$ cat config.mk
export PLATFORM = sky130hd
export DESIGN_NAME = fc_mac_accumulator
export DESIGN_NICKNAME = d
export VERILOG_FILES = /design/src/rtl/fc_mac_accumulator.sv
export SDC_FILE = /design/constraint.sdc
export NUM_CORES = 1
export LEC_CHECK = 0
export ABC_AREA = 1
export CORE_MARGIN = 5
export CORE_UTILIZATION = 35
export CTS_CLUSTER_DIAMETER = 200
export DETAILED_ROUTE_END_ITERATION = 16
export DONT_BUFFER_PORTS = 1
export GPL_TIMING_DRIVEN = 0
export HOLD_SLACK_MARGIN = 0.05
export MAX_ROUTING_LAYER = met4
export PLACE_DENSITY_LB_ADDON = 0.3
export SYNTH_ARGS = -nofsm -noshare
export SYNTH_HDL_FRONTEND = slang
export SYNTH_SLANG_ARGS = --single-unit
$ cat constraint.sdc
create_clock -name clk -period 8.05 [get_ports clk]
set_input_delay 0.4025 -clock clk [delete_from_list [all_inputs] [get_ports clk]]
set_output_delay 0.4025 -clock clk [all_outputs]
set_load 0.01 [all_outputs]
$ cat src/rtl/fc_mac_accumulator.sv
// Fixed-point dot-product accumulator for a fully-connected layer.
// Q5.11 input/weight beats accumulate into a Q10.22 sum seeded with the bias.
//
// Ports:
//   clk, rst                 - clock and synchronous active-high reset
//   start, num_terms, bias   - begin a dot product; count and bias sampled on start
//   in_valid/in_ready        - operand beat handshake (in_data, in_weight)
//   result/out_valid/out_ready - finished sum handshake
//   busy                     - high whenever not IDLE
//   ovf                      - sticky signed-overflow flag for the current dot product
//
// Optional feature: define FC_MAC_ACC_SAT_EN to clamp the accumulator on
// overflow instead of wrapping modulo 2^32.
module fc_mac_accumulator #(
    parameter int CNT_W = 10
) (
    input  logic                    clk,
    input  logic                    rst,
    input  logic                    start,
    input  logic [CNT_W-1:0]        num_terms,
    input  logic [15:0]             bias,
    input  logic                    in_valid,
    output logic                    in_ready,
    input  logic [15:0]             in_data,
    input  logic [15:0]             in_weight,
    output logic [31:0]             result,
    output logic                    out_valid,
    input  logic                    out_ready,
    output logic                    busy,
    output logic                    ovf
);

    typedef enum logic [1:0] {
        IDLE  = 2'd0,
        ACCUM = 2'd1,
        DONE  = 2'd2
    } state_t;

    state_t            state;
    state_t            state_next;
    logic [31:0]       acc;
    logic [31:0]       acc_next;
    logic [CNT_W-1:0]  cnt;
    logic [CNT_W-1:0]  cnt_next;
    logic              ovf_next;

    logic signed [31:0] prod;
    logic [32:0]        sum;
    logic               sum_ovf;
    logic [31:0]        sum_fixed;
    logic [31:0]        bias_ext;

    // Q5.11 x Q5.11 gives a full-width Q10.22 product.
    assign prod = $signed(in_data) * $signed(in_weight);

    // One guard bit: a signed overflow shows up as the top two bits differing.
    assign sum     = {acc[31], acc} + {prod[31], prod};
    assign sum_ovf = sum[32] ^ sum[31];

`ifdef FC_MAC_ACC_SAT_EN
    // The guard bit carries the true sign of the sum, which picks the rail.
    assign sum_fixed = sum_ovf ? (sum[32] ? 32'h8000_0000 : 32'h7FFF_FFFF)
                               : sum[31:0];
`else
    assign sum_fixed = sum[31:0];
`endif

    // Align the Q5.11 bias to the Q10.22 accumulator.
    assign bias_ext = {{5{bias[15]}}, bias, 11'b0};

    always_ff @(posedge clk) begin
        if (rst) begin
            state <= IDLE;
            acc   <= '0;
            cnt   <= '0;
            ovf   <= 1'b0;
        end else begin
            state <= state_next;
            acc   <= acc_next;
            cnt   <= cnt_next;
            ovf   <= ovf_next;
        end
    end

    always_comb begin
        state_next = state;
        acc_next   = acc;
        cnt_next   = cnt;
        ovf_next   = ovf;
        in_ready   = 1'b0;
        out_valid  = 1'b0;
        busy       = 1'b1;
        result     = '0;

        unique case (state)
            IDLE: begin
                busy = 1'b0;
                if (start) begin
                    acc_next = bias_ext;
                    cnt_next = num_terms;
                    ovf_next = 1'b0;
                    if (num_terms != '0) begin
                        state_next = ACCUM;
                    end else begin
                        state_next = DONE;
                    end
                end
            end
            ACCUM: begin
                in_ready = 1'b1;
                if (in_valid) begin
                    acc_next = sum_fixed;
                    cnt_next = cnt - CNT_W'(1);
                    if (sum_ovf) begin
                        ovf_next = 1'b1;
                    end
                    if (cnt == CNT_W'(1)) begin
                        state_next = DONE;
                    end
                end
            end
            DONE: begin
                out_valid = 1'b1;
                result    = acc;
                if (out_ready) begin
                    state_next = IDLE;
                end
            end
            default: begin
                state_next = IDLE;
            end
        endcase
    end

endmodule
==> Word-level counts from Yosys, hierarchy flattened <==
Cells that the tools add are included.
{ "word_totals": {"register_bits": 45, "input_bits": 63, "elab_cells": 42, "output_inout_bits": 36} }
{ "classes": {"bitwise_logic": 1, "mux": 20, "n_reduce_logical": 6, "n_addsub": 2, "n_eq_ne": 8, "mul": 1} }
{ "op_table": {"columns": ["op", "n"], "rows": [
  ["$mux W32", 3],
  ["$pmux W32 S2", 1],
  ["$add A32 B32 Y33", 1],
  ["$mul A16 B16 Y32", 1],
  ["$mux W10", 2],
  ["$pmux W10 S2", 1],
  ["$eq A10 B1 Y1 const B", 1],
  ["$mux W2", 5],
  ["$ne A2 B2 Y1 const B", 5],
  ["$reduce_bool A10 Y1", 1],
  ["$sub A10 B1 Y10 const B", 1],
  ["$reduce_and A4 Y1", 2],
  ["$mux W1", 6],
  ["$pmux W2 S3", 1],
  ["$reduce_and A3 Y1", 1],
  ["$eq A2 B1 Y1 const B", 1],
  ["$eq A2 B2 Y1 const B", 1],
  ["$logic_not A2 Y1", 1],
  ["$pmux W1 S2", 1],
  ["$reduce_bool A2 Y1", 1],
  ["$xor A1 B1 Y1", 1]
]} }

==> Longest topological paths before layout <==
{ "logic_depth": {"word_depth": 6, "depth_mapped": 31, "mapped_depth_nobuf": 29} }

==> Worst setup path before layout <==
No wires, ideal clock.
{ "synth_timing": {"kind": "input-to-reg", "start": "input port in_weight[3]", "end": "register ovf", "setup_ns": 0.119, "path_buffers": 2, "stages": 28, "required_time_ns": 7.931, "t_arrival_ns": 5.545, "path_slack_ns": 2.385, "path_cell_list": "clkbuf_1 -> clkbuf_1 -> nand2_1 -> inv_1 -> fa_1 -> inv_1 -> fa_1 -> inv_1 -> fa_1 -> fa_1 -> fa_1 -> inv_1 -> fa_1 -> inv_1 -> ha_1 -> nand2_1 -> inv_1 -> nand2_1 -> and2_1 -> nand2_1 -> nand2_1 -> nand2_1 -> a21oi_1 -> nand2_1 -> nand2_1 -> nand2_1 -> nand3_1 -> a21oi_1"} }
{ "synth_via": {"elab_chain_cells": 5} }
{ "synth_rtl": {"columns": ["item", "line", "rtl"], "rows": [
  ["from (decl)", "25", "input logic [15:0] in_weight,"],
  ["$mul A16 B16 Y32", "54", "assign prod = $signed(in_data) * $signed(in_weight);"],
  ["$add A32 B32 Y33", "57", "assign sum = {acc[31], acc} + {prod[31], prod};"],
  ["$xor A1 B1 Y1", "58", "assign sum_ovf = sum[32] ^ sum[31];"],
  ["$ne A2 B2 Y1 (no line)", null, null],
  ["$reduce_and A4 Y1 (no line)", null, null],
  ["to (signal assigned)", "81", "ovf <= ovf_next;"],
  ["to (decl)", "30", "output logic ovf"]
]} }
Every way passes these cells.
A chain may end at the register's enable or synchronous reset.

==> Worst setup path in the final report <==
{ "layout_timing": {"start": "input port in_weight[6]", "end": "register acc[28]"} }
{ "layout_via": {"elab_chain_cells": 4} }
{ "layout_rtl": {"columns": ["item", "line", "rtl"], "rows": [
  ["$mul A16 B16 Y32", "54", null],
  ["$add A32 B32 Y33", "57", null],
  ["$mux W32", "111", "if (in_valid) begin"],
  ["$pmux W32 S2", "95", "unique case (state)"],
  ["to (signal assigned)", "79", "acc <= acc_next;"],
  ["to (decl)", "41", "logic [31:0] acc;"]
]} }
Every way passes these cells. The select of a mux whose other input is x is not followed.

==> impl_metrics.toml <==
[grt]
grt_pass1_vias = 12100
grt_usage_pct = 20.4
grt_pass1_wl_um = 68900
grt_overflow = 0
grt_max_degree = 17
antenna_found_initial = 1

[timing]
slew_viol_final = 0
rsz0062_at_grt = "false"
min_period_over_period_pct = 80.7
slew-limit-headroom_pct = 47.2
timing.fmax_mhz = 154
setup_viol_count_final = 0
finalCriticalPeriod_ns = 6.50
max_slew.worst_pin.slew_ns = 0.790
fin_setup_tns_ns = 0
hold_viol = 0
finalClockSkew_ns = 0.00836

[placement]
io_buffers = 0
placed_cell_area_um2 = 15000
gp_congestion = 0.943
dp_hpwl_um = 38400
dp.cells = 2455

[floorplanning]
die_w_um = 212
fp.dieH_um = 212
rows = 74
pin_count = 99
dieArea_um2 = 45000
initial_core_util_pct = 35.2
coreArea_um2 = 40600

[worst_setup_path]
rr_worst_depth = 21
r2r_end = "acc[24]$_SDFFE_PP0P_"
r2r_start = "acc[15]$_SDFFE_PP0P_"
end_kind = "register"
worstSetupStartpoint = "in_weight[6]"
path_max_fanout = 10
worstPathArrival_ns = 6.72
required_ns = 8.27
startpoint_type = "input pin"
rrSetupSlack_ns = 3.12
path_class = "input pin to register"

[min_path]
min_path_type = "input pin to register"
hp-start = "bias[4]"
hold_depth = 2
min_to = "acc[15]$_SDFFE_PP0P_"

[routing]
wl_per_cell_um = 17.4
drt_iter0_drc = 658
avgViaCountPerCell = 4.63
vias = 11400
dr.pass1.iters = 5
ant_nets = 0
drc_errors = 0
drt_wl_total_um = 42800

[cts]
cts_sinks = 45
clk_latency_ns = 0.30
cts_root_buf = "clkbuf_16"
hold_buffers = 0
cts_setup_buffers = 0
clock_path_buffers = 2
tritoncts = "yes"
cts_buffers = 5
clkTransAtPathRegs_ns = 0.07
htreeDepth = 2
ctsResizeCount = 0

[synthesis]
syn-cell-area_um2 = 14300
ys_seq_elements = 45
synth.largest_area_cell = "fa_1"
ys_seq_area_share_pct = 6.31
syn_nets = 2388
synth.most_common_cell = "inv_1"
syn-mean-instance-area_um2 = 7.43
ys_dominant_reg_cell = "dfxtp_1"
ys_async_sr_fraction_pct = 0
synth_edf_count = 0
ys_types = 43
syn_inst = 1923
ys_warn_count = 0
netlist_top_cells_count = "inv_1, nand2_1, fa_1, nor2_1, ha_1"
synth_top_area_share_pct = 41.9
synthTopCellsByArea = "fa_1, inv_1, nand2_1"

[final_layout]
syn2layout_area_growth_pct = 5.80
instances_no_fill = 2463
nets = 2395
drive_above_1_share_pct = 3.16
final_area_um2 = 15100

[run]
cap_violations = 0

[outcome]
status = "completed"
-- routing by layer --
metal	up-vias	part of all wire, %	global-route usage [%]
li1	5487	-	-
met1	5589	46	28.2
met2	272	46	32.3
met3	47	5.1	2.85
met4	0	2.5	4.58
met5	-	0	-
-- through the flow --
step	worst slack, ns	utilization [%]	hold slack (ns)
finish	1.55	37.2	0.269
floorplan	2.39	-	0.445
CTS	1.55	37.2	0.261
detailed placement	1.29	36.8	0.463
global route	1.20	37.2	0.271
global placement	1.29	36.8	0.455
-- cells in the final DEF (no fill, tap or decap), types with 2 or more instances in the layout --
cell type / Yosys / routed
a31oi_1: 13 / 13
nor3_2: 3 / 3
clkbuf_1: 64 / 64
fa_1: 299 / 299
nand3_1: 35 / 35
o21ai_0: 28 / 28
o21ai_1: 8 / 8
nor2_1: 109 / 109
a21oi_1: 56 / 56
nor4_1: 3 / 3
nand3_2: 3 / 3
buf_2: 8 / 8
nor2_2: 2 / 2
nor3_1: 4 / 4
nand2_2: 12 / 12
o21bai_1: 4 / 4
a21oi_2: 4 / 4
nand2_1: 469 / 469
dfxtp_1: 45 / 45
inv_1: 582 / 582
a21o_1: 5 / 5
nand4_1: 6 / 6
inv_2: 7 / 7
or2_0: 3 / 3
clkbuf_16: 0 / 5
o211ai_1: 4 / 4
nand3b_1: 7 / 7
nor2_4: 6 / 6
o21a_1: 2 / 2
or2_2: 6 / 6
ha_1: 103 / 103
buf_1: 3 / 3
xor2_1: 8 / 8
xnor2_1: 2 / 2
-- how the worst max path moves through the flow --
stage / endpoint / slack (ns) / cells past startpoint
5_1_grt: ovf$_SDFFE_PP0P_ / 1.20 / 25
3_3_place_gp: acc[28]$_SDFFE_PP0P_ / 1.29 / 22
3_5_place_dp: acc[28]$_SDFFE_PP0P_ / 1.29 / 22
4_1_cts: acc[28]$_SDFFE_PP0P_ / 1.55 / 22
6_report: acc[28]$_SDFFE_PP0P_ / 1.55 / 22
2_1_floorplan: ovf$_SDFFE_PP0P_ / 2.39 / 28
-- flip-flops by register name (all words and copies together) (netlist names) --
name / count
state: 2
ovf: 1
cnt: 10
acc: 32
-- final cells by class --
class                           instances  area, um^2
Antenna cell                            1        2.50
Buffer                                 76         303
Clock buffer                            5         125
Clock inverter                          2        35.0
Fill cell                            4304       25500
Inverter                              589        2210
Multi-Input combinational cell       1213       10900
Sequential cell                        45         901
Tap cell                              532         666
-- critical path, cell delays in order --
cell and delay [ns]:
clkbuf_1 0.46, clkbuf_1 0.63, nand2_1 0.14, fa_1 0.57, fa_1 0.49, inv_1 0.32
fa_1 0.51, fa_1 0.52, fa_1 0.50, inv_1 0.05, fa_1 0.48, inv_1 0.04
ha_1 0.36, nand2_1 0.12, nor2_1 0.26, nand2_1 0.13, nor4_1 0.18, nand2_1 0.09
nand3_1 0.12, or2_0 0.13, nand3_1 0.08, a21oi_1 0.14
-- cells by family (layout without fill, tap and decap cells) --
| group | Yosys count | count (layout) | share of synthesized area, % |
|---|---|---|---|
| other | 0 | 1 | 0 |
| adders and majority gates | 402 | 402 | 50.9 |
| buffers and inverters | 665 | 672 | 17.6 |
| DFF | 45 | 45 | 6.31 |
| AOI/OAI and AO/OA | 129 | 129 | 5.15 |
| xor gates and xnor gates | 10 | 10 | 0.613 |
| and+or+nand+nor | 672 | 672 | 19.4 |
Power is not shown: default switching activity piles up to over one toggle a cycle in this logic, so the estimate is an artifact.
